--- src/rtl/crc_tx_framer_if.sv ---
// Payload-in / beat-out stream bundle for crc_tx_framer.
// The framer takes the slave view. A source/sink pair takes the master view.
interface crc_tx_framer_if #(
    parameter int unsigned DATA_W = 8
);
    logic [DATA_W-1:0] in_data;
    logic              in_valid;
    logic              in_last;
    logic              in_ready;
    logic [DATA_W-1:0] tx_data;
    logic              tx_valid;
    logic              tx_last;
    logic              tx_ready;

    modport master (
        output in_data, in_valid, in_last, tx_ready,
        input  in_ready, tx_data, tx_valid, tx_last
    );

    modport slave (
        input  in_data, in_valid, in_last, tx_ready,
        output in_ready, tx_data, tx_valid, tx_last
    );
endinterface

--- src/rtl/crc_tx_framer.sv ---
// Transmit framer: passes payload beats through while accumulating a CRC,
// then appends the CRC MSB-first as CRC_W/DATA_W beats. CRC_W must be a multiple of DATA_W.
module crc_tx_framer #(
    parameter int unsigned       DATA_W  = 8,
    parameter int unsigned       CRC_W   = 16,
    parameter logic [CRC_W-1:0]  POLY    = 16'h1021,
    parameter logic [CRC_W-1:0]  INIT    = 16'hFFFF,
    parameter logic [CRC_W-1:0]  XOR_OUT = 16'h0000
) (
    input  logic               clk,
    input  logic               reset,
    crc_tx_framer_if.slave     bus,
    output logic               busy,
    output logic               frame_done
);
    localparam int unsigned NBEATS = CRC_W / DATA_W;
    localparam int unsigned CNT_W  = (NBEATS > 1) ? $clog2(NBEATS) : 1;

    localparam logic [1:0] IDLE    = 2'd0;
    localparam logic [1:0] PAYLOAD = 2'd1;
    localparam logic [1:0] CRC     = 2'd2;

    logic [1:0]        state, state_nxt;
    logic [CRC_W-1:0]  crc, crc_nxt, crc_out;
    logic [CNT_W-1:0]  cnt, cnt_nxt;
    logic [DATA_W-1:0] crc_slice;
    logic              slice_last;
    logic              done_nxt;

    // Bit-serial MSB-first CRC advance over one payload beat, no reflection.
    function automatic logic [CRC_W-1:0] crc_step(input logic [CRC_W-1:0] c,
                                                  input logic [DATA_W-1:0] d);
        logic [CRC_W-1:0]  r;
        logic [DATA_W-1:0] dd;
        logic              fb;
        r  = c;
        dd = d;
        for (int unsigned i = 0; i < DATA_W; i++) begin
            fb = r[CRC_W-1] ^ dd[DATA_W-1];
            r  = {r[CRC_W-2:0], 1'b0};
            dd = {dd[DATA_W-2:0], 1'b0};
            if (fb) r = r ^ POLY;
        end
        return r;
    endfunction

    assign crc_out    = crc ^ XOR_OUT;
    assign slice_last = (cnt == CNT_W'(NBEATS - 1));
    assign busy       = (state != IDLE);

    // Slice k = 0 is the most significant DATA_W bits of the final CRC.
    always_comb begin
        crc_slice = '0;
        for (int unsigned j = 0; j < NBEATS; j++) begin
            if (32'(cnt) == j) crc_slice = crc_out[CRC_W-1-j*DATA_W -: DATA_W];
        end
    end

    always_comb begin
        state_nxt    = state;
        crc_nxt      = crc;
        cnt_nxt      = cnt;
        done_nxt     = 1'b0;
        bus.in_ready = bus.tx_ready;
        bus.tx_valid = bus.in_valid;
        bus.tx_data  = bus.in_data;
        bus.tx_last  = 1'b0;
        case (state)
            IDLE, PAYLOAD: begin
                if (bus.in_valid && bus.tx_ready) begin
                    crc_nxt = crc_step(crc, bus.in_data);
                    if (bus.in_last) begin
                        state_nxt = CRC;
                        cnt_nxt   = '0;
                    end else begin
                        state_nxt = PAYLOAD;
                    end
                end
            end
            CRC: begin
                bus.in_ready = 1'b0;
                bus.tx_valid = 1'b1;
                bus.tx_data  = crc_slice;
                bus.tx_last  = slice_last;
                if (bus.tx_ready) begin
                    if (slice_last) begin
                        state_nxt = IDLE;
                        crc_nxt   = INIT;
                        cnt_nxt   = '0;
                        done_nxt  = 1'b1;
                    end else begin
                        cnt_nxt = cnt + CNT_W'(1);
                    end
                end
            end
            default: state_nxt = IDLE;
        endcase
    end

    always_ff @(posedge clk or negedge reset) begin
        if (!reset) begin
            state      <= IDLE;
            crc        <= INIT;
            cnt        <= '0;
            frame_done <= 1'b0;
        end else begin
            state      <= state_nxt;
            crc        <= crc_nxt;
            cnt        <= cnt_nxt;
            frame_done <= done_nxt;
        end
    end
endmodule
--- src/flat_wrapper.sv ---
// flat-port wrapper written by rule: the top's interface ports become plain ports
module crc_tx_framer_flat 
#(
    parameter int unsigned       DATA_W  = 8,
    parameter int unsigned       CRC_W   = 16,
    parameter logic [CRC_W-1:0]  POLY    = 16'h1021,
    parameter logic [CRC_W-1:0]  INIT    = 16'hFFFF,
    parameter logic [CRC_W-1:0]  XOR_OUT = 16'h0000
)
  (clk, reset, busy, frame_done, bus_in_data, bus_in_valid, bus_in_last, bus_tx_ready, bus_in_ready, bus_tx_data, bus_tx_valid, bus_tx_last);
  crc_tx_framer_if #(.DATA_W(DATA_W)) bus_i ();
  input  logic clk;
  input  logic reset;
  output logic busy;
  output logic frame_done;
  input wire logic [$bits(bus_i.in_data)-1:0] bus_in_data;
  input wire logic [$bits(bus_i.in_valid)-1:0] bus_in_valid;
  input wire logic [$bits(bus_i.in_last)-1:0] bus_in_last;
  input wire logic [$bits(bus_i.tx_ready)-1:0] bus_tx_ready;
  output wire logic [$bits(bus_i.in_ready)-1:0] bus_in_ready;
  output wire logic [$bits(bus_i.tx_data)-1:0] bus_tx_data;
  output wire logic [$bits(bus_i.tx_valid)-1:0] bus_tx_valid;
  output wire logic [$bits(bus_i.tx_last)-1:0] bus_tx_last;
  assign bus_i.in_data = bus_in_data;
  assign bus_i.in_valid = bus_in_valid;
  assign bus_i.in_last = bus_in_last;
  assign bus_i.tx_ready = bus_tx_ready;
  assign bus_in_ready = bus_i.in_ready;
  assign bus_tx_data = bus_i.tx_data;
  assign bus_tx_valid = bus_i.tx_valid;
  assign bus_tx_last = bus_i.tx_last;
  crc_tx_framer #(.DATA_W(DATA_W), .CRC_W(CRC_W), .POLY(POLY), .INIT(INIT), .XOR_OUT(XOR_OUT)) u_core (.clk(clk), .reset(reset), .bus(bus_i), .busy(busy), .frame_done(frame_done));
endmodule
--- config.mk ---
export PLATFORM = sky130hd
export DESIGN_NAME = crc_tx_framer_flat
export DESIGN_NICKNAME = d
export VERILOG_FILES = /design/src/rtl/crc_tx_framer_if.sv /design/src/rtl/crc_tx_framer.sv /design/src/flat_wrapper.sv
export SDC_FILE = /design/constraint.sdc
export NUM_CORES = 1
export LEC_CHECK = 0
export CAP_MARGIN = 5
export CORE_MARGIN = 5
export CORE_UTILIZATION = 45
export CTS_BUF_LIST = sky130_fd_sc_hd__clkbuf_16
export CTS_CLUSTER_DIAMETER = 120
export DETAILED_ROUTE_END_ITERATION = 10
export DONT_BUFFER_PORTS = 1
export PLACE_DENSITY_LB_ADDON = 0.2
export REMOVE_ABC_BUFFERS = 1
export SETUP_SLACK_MARGIN = 0.2
export SYNTH_ARGS = -nofsm -noshare
export SYNTH_HDL_FRONTEND = slang
export SYNTH_SLANG_ARGS = --single-unit
--- constraint.sdc ---
create_clock -name clk -period 2.9 [get_ports clk]
set_input_delay 0.435 -clock clk [delete_from_list [all_inputs] [get_ports clk]]
set_output_delay 0.435 -clock clk [all_outputs]
set_load 0.01 [all_outputs]
==> results of run 1 <==
## synthesized netlist by cell type (2+ instances only)
master,n
a21oi_1,4
nand2b_1,2
dfstp_2,16
xnor2_4,2
xnor3_1,8
xnor2_2,2
inv_1,2
and2_1,3
a2bb2oi_1,13
buf_2,3
clkbuf_1,2
xnor2_1,8
xor2_1,3
o21ai_0,11
dfrtp_1,4
nand2_1,10
o22a_1,3
mux2i_1,8
## power by group
| group | leakage, uW | internal (uW) | total [uW] | switching (uW) |
|---|---|---|---|---|
| Sequential | 0.000221 | 487 | 661 | 174 |
| Combinational | 0.000383 | 600 | 914 | 315 |
| Clock | 0.0000385 | 183 | 282 | 99.0 |
## sequential cells by signal, summed over array words and instances (netlist names)
signal / flops
u_core.cnt: 1
u_core.frame_done: 1
u_core.state: 2
u_core.crc: 16
## final timing paths
check / end / cells after the start / start / slack [ns]
worst max-delay path: bus_tx_data[2] / 2 / u_core.state[0] / 0.88
max in group asynchronous: u_core.cnt / 1 / reset / 2.27
worst min-delay path: u_core.crc[13] / 0 / reset / 0.03
worst max register to register: u_core.crc[8] / 3 / u_core.cnt / 1.16
worst min register to register: u_core.crc[11] / 1 / u_core.crc[11] / 0.52
min in group clk: u_core.state[0] / 1 / bus_in_last / 0.29
## kinds of logic (layout without fill, tap and decap cells)
logic type                Yosys count  count (layout)  share of synthesized area [%]
DFF                                20              20                           38.1
AOI/OAI and AO/OA                  33              33                           17.0
buffers and inverters               8               7                           2.75
muxes                               8               8                           5.87
and+or+nand+nor                    20              20                           7.52
xor gates and xnor gates           24              24                           28.7
## per-layer routing
layer / share of wire [%] / track usage [%]
met5: 0 / 0
met4: 1.9 / 6.22
met3: 4.6 / 2.60
met2: 46 / 21.1
met1: 48 / 17.6
## cell type report
class	count	area (um2)	area share, %
multi-input combinational	85	807	55.1
sequential	20	520	35.5
clock buffer	3	75.1	5.12
tap	33	41.3	2.82
timing repair buffer	1	10.0	0.683
inverter	2	7.51	0.512
clock inverter	1	3.75	0.256
## per-stage QoR
stage,utilization (%),std cells
2_1_floorplan,-,107
3_3_place_gp,46.2,140
3_5_place_dp,46.2,140
4_1_cts,49.2,145
5_1_grt,49.2,145
6_report,49.2,145
## worst max-delay path, cell delays in order (launching register included)
cell and delay [ns]:
dfrtp_1 0.43, nand2b_1 0.44, o21ai_0 0.47
==> reports/results.ini, run 1 <==
[critical_path]
end_kind=primary output
critPathArrivalTime_ns=1.59
crit_type=reg2out
required_ns=2.47
start_kind=flip-flop
path_max_fanout=18

[timing]
hold_violations=0
fmax_mhz=494
fin_tns_setup_ns=0
fin_crit_sh_pct=69.8
fin_worst_hold_slack_ns=0.0251
rsz0062_at_grt=false
period_needed_ns=2.02
finClkSkew_ns=0.00133
setup_ws_ns=0.875
slew-limit-headroom_pct=59.1
drv_slew=0
finalSetupViolCount=0
tightest_slew_ns=0.613

[synth]
synth_edf_count=0
synth_cell_types=27
synth_seq_cells=20
synthCells=113
syn_area_mm2=0.00137
ys_top_cells_by_area=dfstp_2 (31%), xnor3_1 (13%), a2bb2oi_1 (8.3%)
synthArstFlopShare_pct=100
synth-warning-count=0
synth-seq-area-share_pct=38.1
syn_avg_cell_area_um2=12.1
synth_ff_type=dfstp_2
synth_top_cell_by_area=dfstp_2
synth_top_area_share_pct=30.8

[cts]
htreeDepth=1
cts_num_sinks=20
clockBufferDepth=2
tritoncts=done
clkLatencyLatePin_ns=0.25
cts_buffers=3
root_buffer=clkbuf_16
ctsResizeCount=0
holdBufCountCts=1
post_cts_buffers=0
path_clk_slew_ns=0.05

[final_layout]
fin_area_mm2=0.00147
nets=126
final.fill_count=278
num_antenna_cells=0
area_growth_pct=7.33
drive_gt1_share_pct=23.2
final_common_cell=dfstp_2
final_cell_mix=dfstp_2 (16), a2bb2oi_1 (13), o21ai_0 (11)

[power]
p_leak_uw=0.000643
powerDensity_mw_per_mm2=1270
fin_total_pwr_uw=1860
ir_drop_mv=0.480

[route]
drtIter0Drc=18
wirelength_um=2480
ant_nets=0
avgViaCountPerCell=5.70
vias=826
wl_per_cell_um=17.1
dr.pass1.iters=4
drc_errors=0

[placement]
dp_hpwl_um=1720
placed_area_mm2=0.00138
dp_worst_setup_slack_ns=1.11
portBuffers=0
place.gp.congestion=0.692

[die]
dieArea_mm2=0.00423
io_pins=26
start_util_pct=45.8
core_area_mm2=0.00298
die_y_um=65.1
die_x_um=65.1
num_rows=20

[global_routing]
grt_max_degree=19
grt_pass1_wl_um=4250
antenna_found_initial=0
gr-total-overflow=0
grt_pass1_vias=871
track_usage_pct=13.4

[min_path]
hold_class=in2async

[status]
status=finished, final reports clean

[run]
drv_cap=0

No activity file was read; power rests on OpenSTA's default activity.
==> run 2, diff against run 1 <==
==> constraint.sdc (replaced) <==
create_clock -name clk -period 1.8 [get_ports clk]
set_input_delay 0.27 -clock clk [delete_from_list [all_inputs] [get_ports clk]]
set_output_delay 0.27 -clock clk [all_outputs]
set_load 0.01 [all_outputs]
==> run 2 against run 1 <==
Net effect:
- worst setup slack lost 0.61 ns
- clock power grew 63%
- cell count grew 6.9%
- cell area grew 6.8%
- sequential power grew 57%
- critical path type unchanged
==> reports/results.ini, run 2 (synthesis gave the netlist of run 1 again) <==
[final_layout]
regMostFlops=u_core.crc
top_regs=u_core.crc x16, u_core.state x2
final_common_cell=dfstp_2
drive_gt1_share_pct=32.8
area_growth_pct=14.7
nets=136
seqCellArea_um2=524
largest_reg_flops=16
multi_input_area_um2=828
final.fill_count=263
num_antenna_cells=0
fin_area_mm2=0.00157
final_cell_mix=dfstp_2 (16), a2bb2oi_1 (13), nand2_1 (10)

[placement]
portBuffers=0
dp_hpwl_um=1830
placed_area_mm2=0.00144
place.gp.congestion=0.694
dp_worst_setup_slack_ns=0.175

[run]
drv_cap=0

[timing]
fin_tns_setup_ns=0
slew-limit-headroom_pct=38.3
finalSetupViolCount=0
hold_violations=0
fmax_mhz=652
setup_ws_ns=0.266
period_needed_ns=1.53
tightest_slew_ns=0.923
drv_slew=0
finClkSkew_ns=0.00329
fin_crit_sh_pct=85.2
rsz0062_at_grt=false

[route]
avgViaCountPerCell=5.68
drtIter0Drc=18
ant_nets=0
vias=881
wirelength_um=2740
wl_per_cell_um=17.6
drc_errors=0
dr.pass1.iters=4

[cts]
tritoncts=done
htreeDepth=1
cts_buffers=3
root_buffer=clkbuf_16
clkLatencyLatePin_ns=0.25
path_clk_slew_ns=0.06
cts_num_sinks=20
clockBufferDepth=2

[critical_path]
ff2ff_setup_slack_ns=0.32
timing.rr.start=u_core.crc[15]
required_ns=1.53
worstSetupStartpoint=u_core.state[0]
endpoint=bus_tx_data[3]
worstRegToRegCells=3
regToRegEndpoint=u_core.crc[7]
end_kind=primary output
critPathArrivalTime_ns=1.26
crit_type=reg2out
start_kind=flip-flop
path_max_fanout=9

[power]
p_comb_share_pct=52.8
swShare_pct=32.1
pwr-share-seq_pct=32.8
ir_drop_mv=0.760
fin_total_pwr_uw=3180
p_int_uw=2160
p_sw_uw=1020
p_leak_uw=0.000696
clkPwrFrac_pct=14.5
powerDensity_mw_per_mm2=2030

[global_routing]
grt_max_degree=21
antenna_found_initial=0
gr-total-overflow=0
grt_pass1_vias=910
grt_pass1_wl_um=4350
track_usage_pct=13.4

[die]
dieArea_mm2=0.00423
die_x_um=65.1
num_rows=20
start_util_pct=45.8
core_area_mm2=0.00298
io_pins=26
die_y_um=65.1

[status]
status=finished, final reports clean

[min_path]
hold_class=in2reg

==> run 2: cell count changes in the layout (fill, tap and decap cells not counted), sizes merged <==
| cell | change |
|---|---|
| buf | +9 |
| nand2b | +1 |
==> run 2: layout make-up <==
| class | count | share of cell area (%) |
|---|---|---|
| inverters | 2 | 0.480 |
| clock inverters | 1 | 0.240 |
| clock buffers | 3 | 4.80 |
| repair buffers | 10 | 5.44 |
| multi-input cells | 86 | 52.9 |
| flip-flops and latches | 20 | 33.5 |
| well taps | 33 | 2.64 |
==> run 2: routing by layer <==
layer | share of wire (%) | up-vias | global-route usage, %
met5 | 0 | - | 0
met4 | 0.40 | 0 | 3.89
met3 | 4.6 | 2 | 3.12
met2 | 49 | 17 | 23.0
met1 | 45 | 437 | 16.7
li1 | - | 425 | -
==> run 2: how the worst min path moves through the flow <==
stage                           start              end  slack (ns)  depth (start not counted)
after global routing      bus_in_last  u_core.state[0]        0.14                          1
after detailed placement        reset  u_core.state[1]       -0.02                          0
after floorplan                 reset       u_core.cnt       -0.03                          0
after global placement          reset  u_core.state[1]       -0.03                          0
after CTS                 bus_in_last  u_core.state[0]        0.13                          1
final                     bus_in_last  u_core.state[0]        0.13                          1
==> run 2: power groups by stage <==
stage	clock network (uW)	registers, uW	logic [uW]
final	460	1040	1680
after detailed placement	0	1030	1630
after floorplan	0	1000	1350
after global routing	496	1080	1830
after CTS	473	1030	1660
after global placement	0	1000	1610
==> run 2: stage by stage <==
| step | utilization, % | cells | hold WS (ns) |
|---|---|---|---|
| finish | 52.6 | 155 | 0.135 |
| global placement | 48.5 | 149 | -0.0250 |
| floorplan | - | 107 | -0.0256 |
| global route | 52.6 | 155 | 0.140 |
| detailed placement | 48.5 | 149 | -0.0250 |
| CTS | 51.7 | 154 | 0.132 |
==> run 2: what timing repair did <==
item / 4_1_cts / 5_1_grt
resized for setup: 4 / 8
setup buffers: 0 / 0
gates cloned: 0 / 1
hold endpoints to repair: 20 / 0
hold buffers: 1 / 0
endpoints found under the setup margin: 10 / 6
==> run 2: critical path, cell delays in order, from the launching register on <==
cell,delay (ns)
dfrtp_2,0.45
nand2b_4,0.21
o21ai_0,0.20
buf_4,0.15
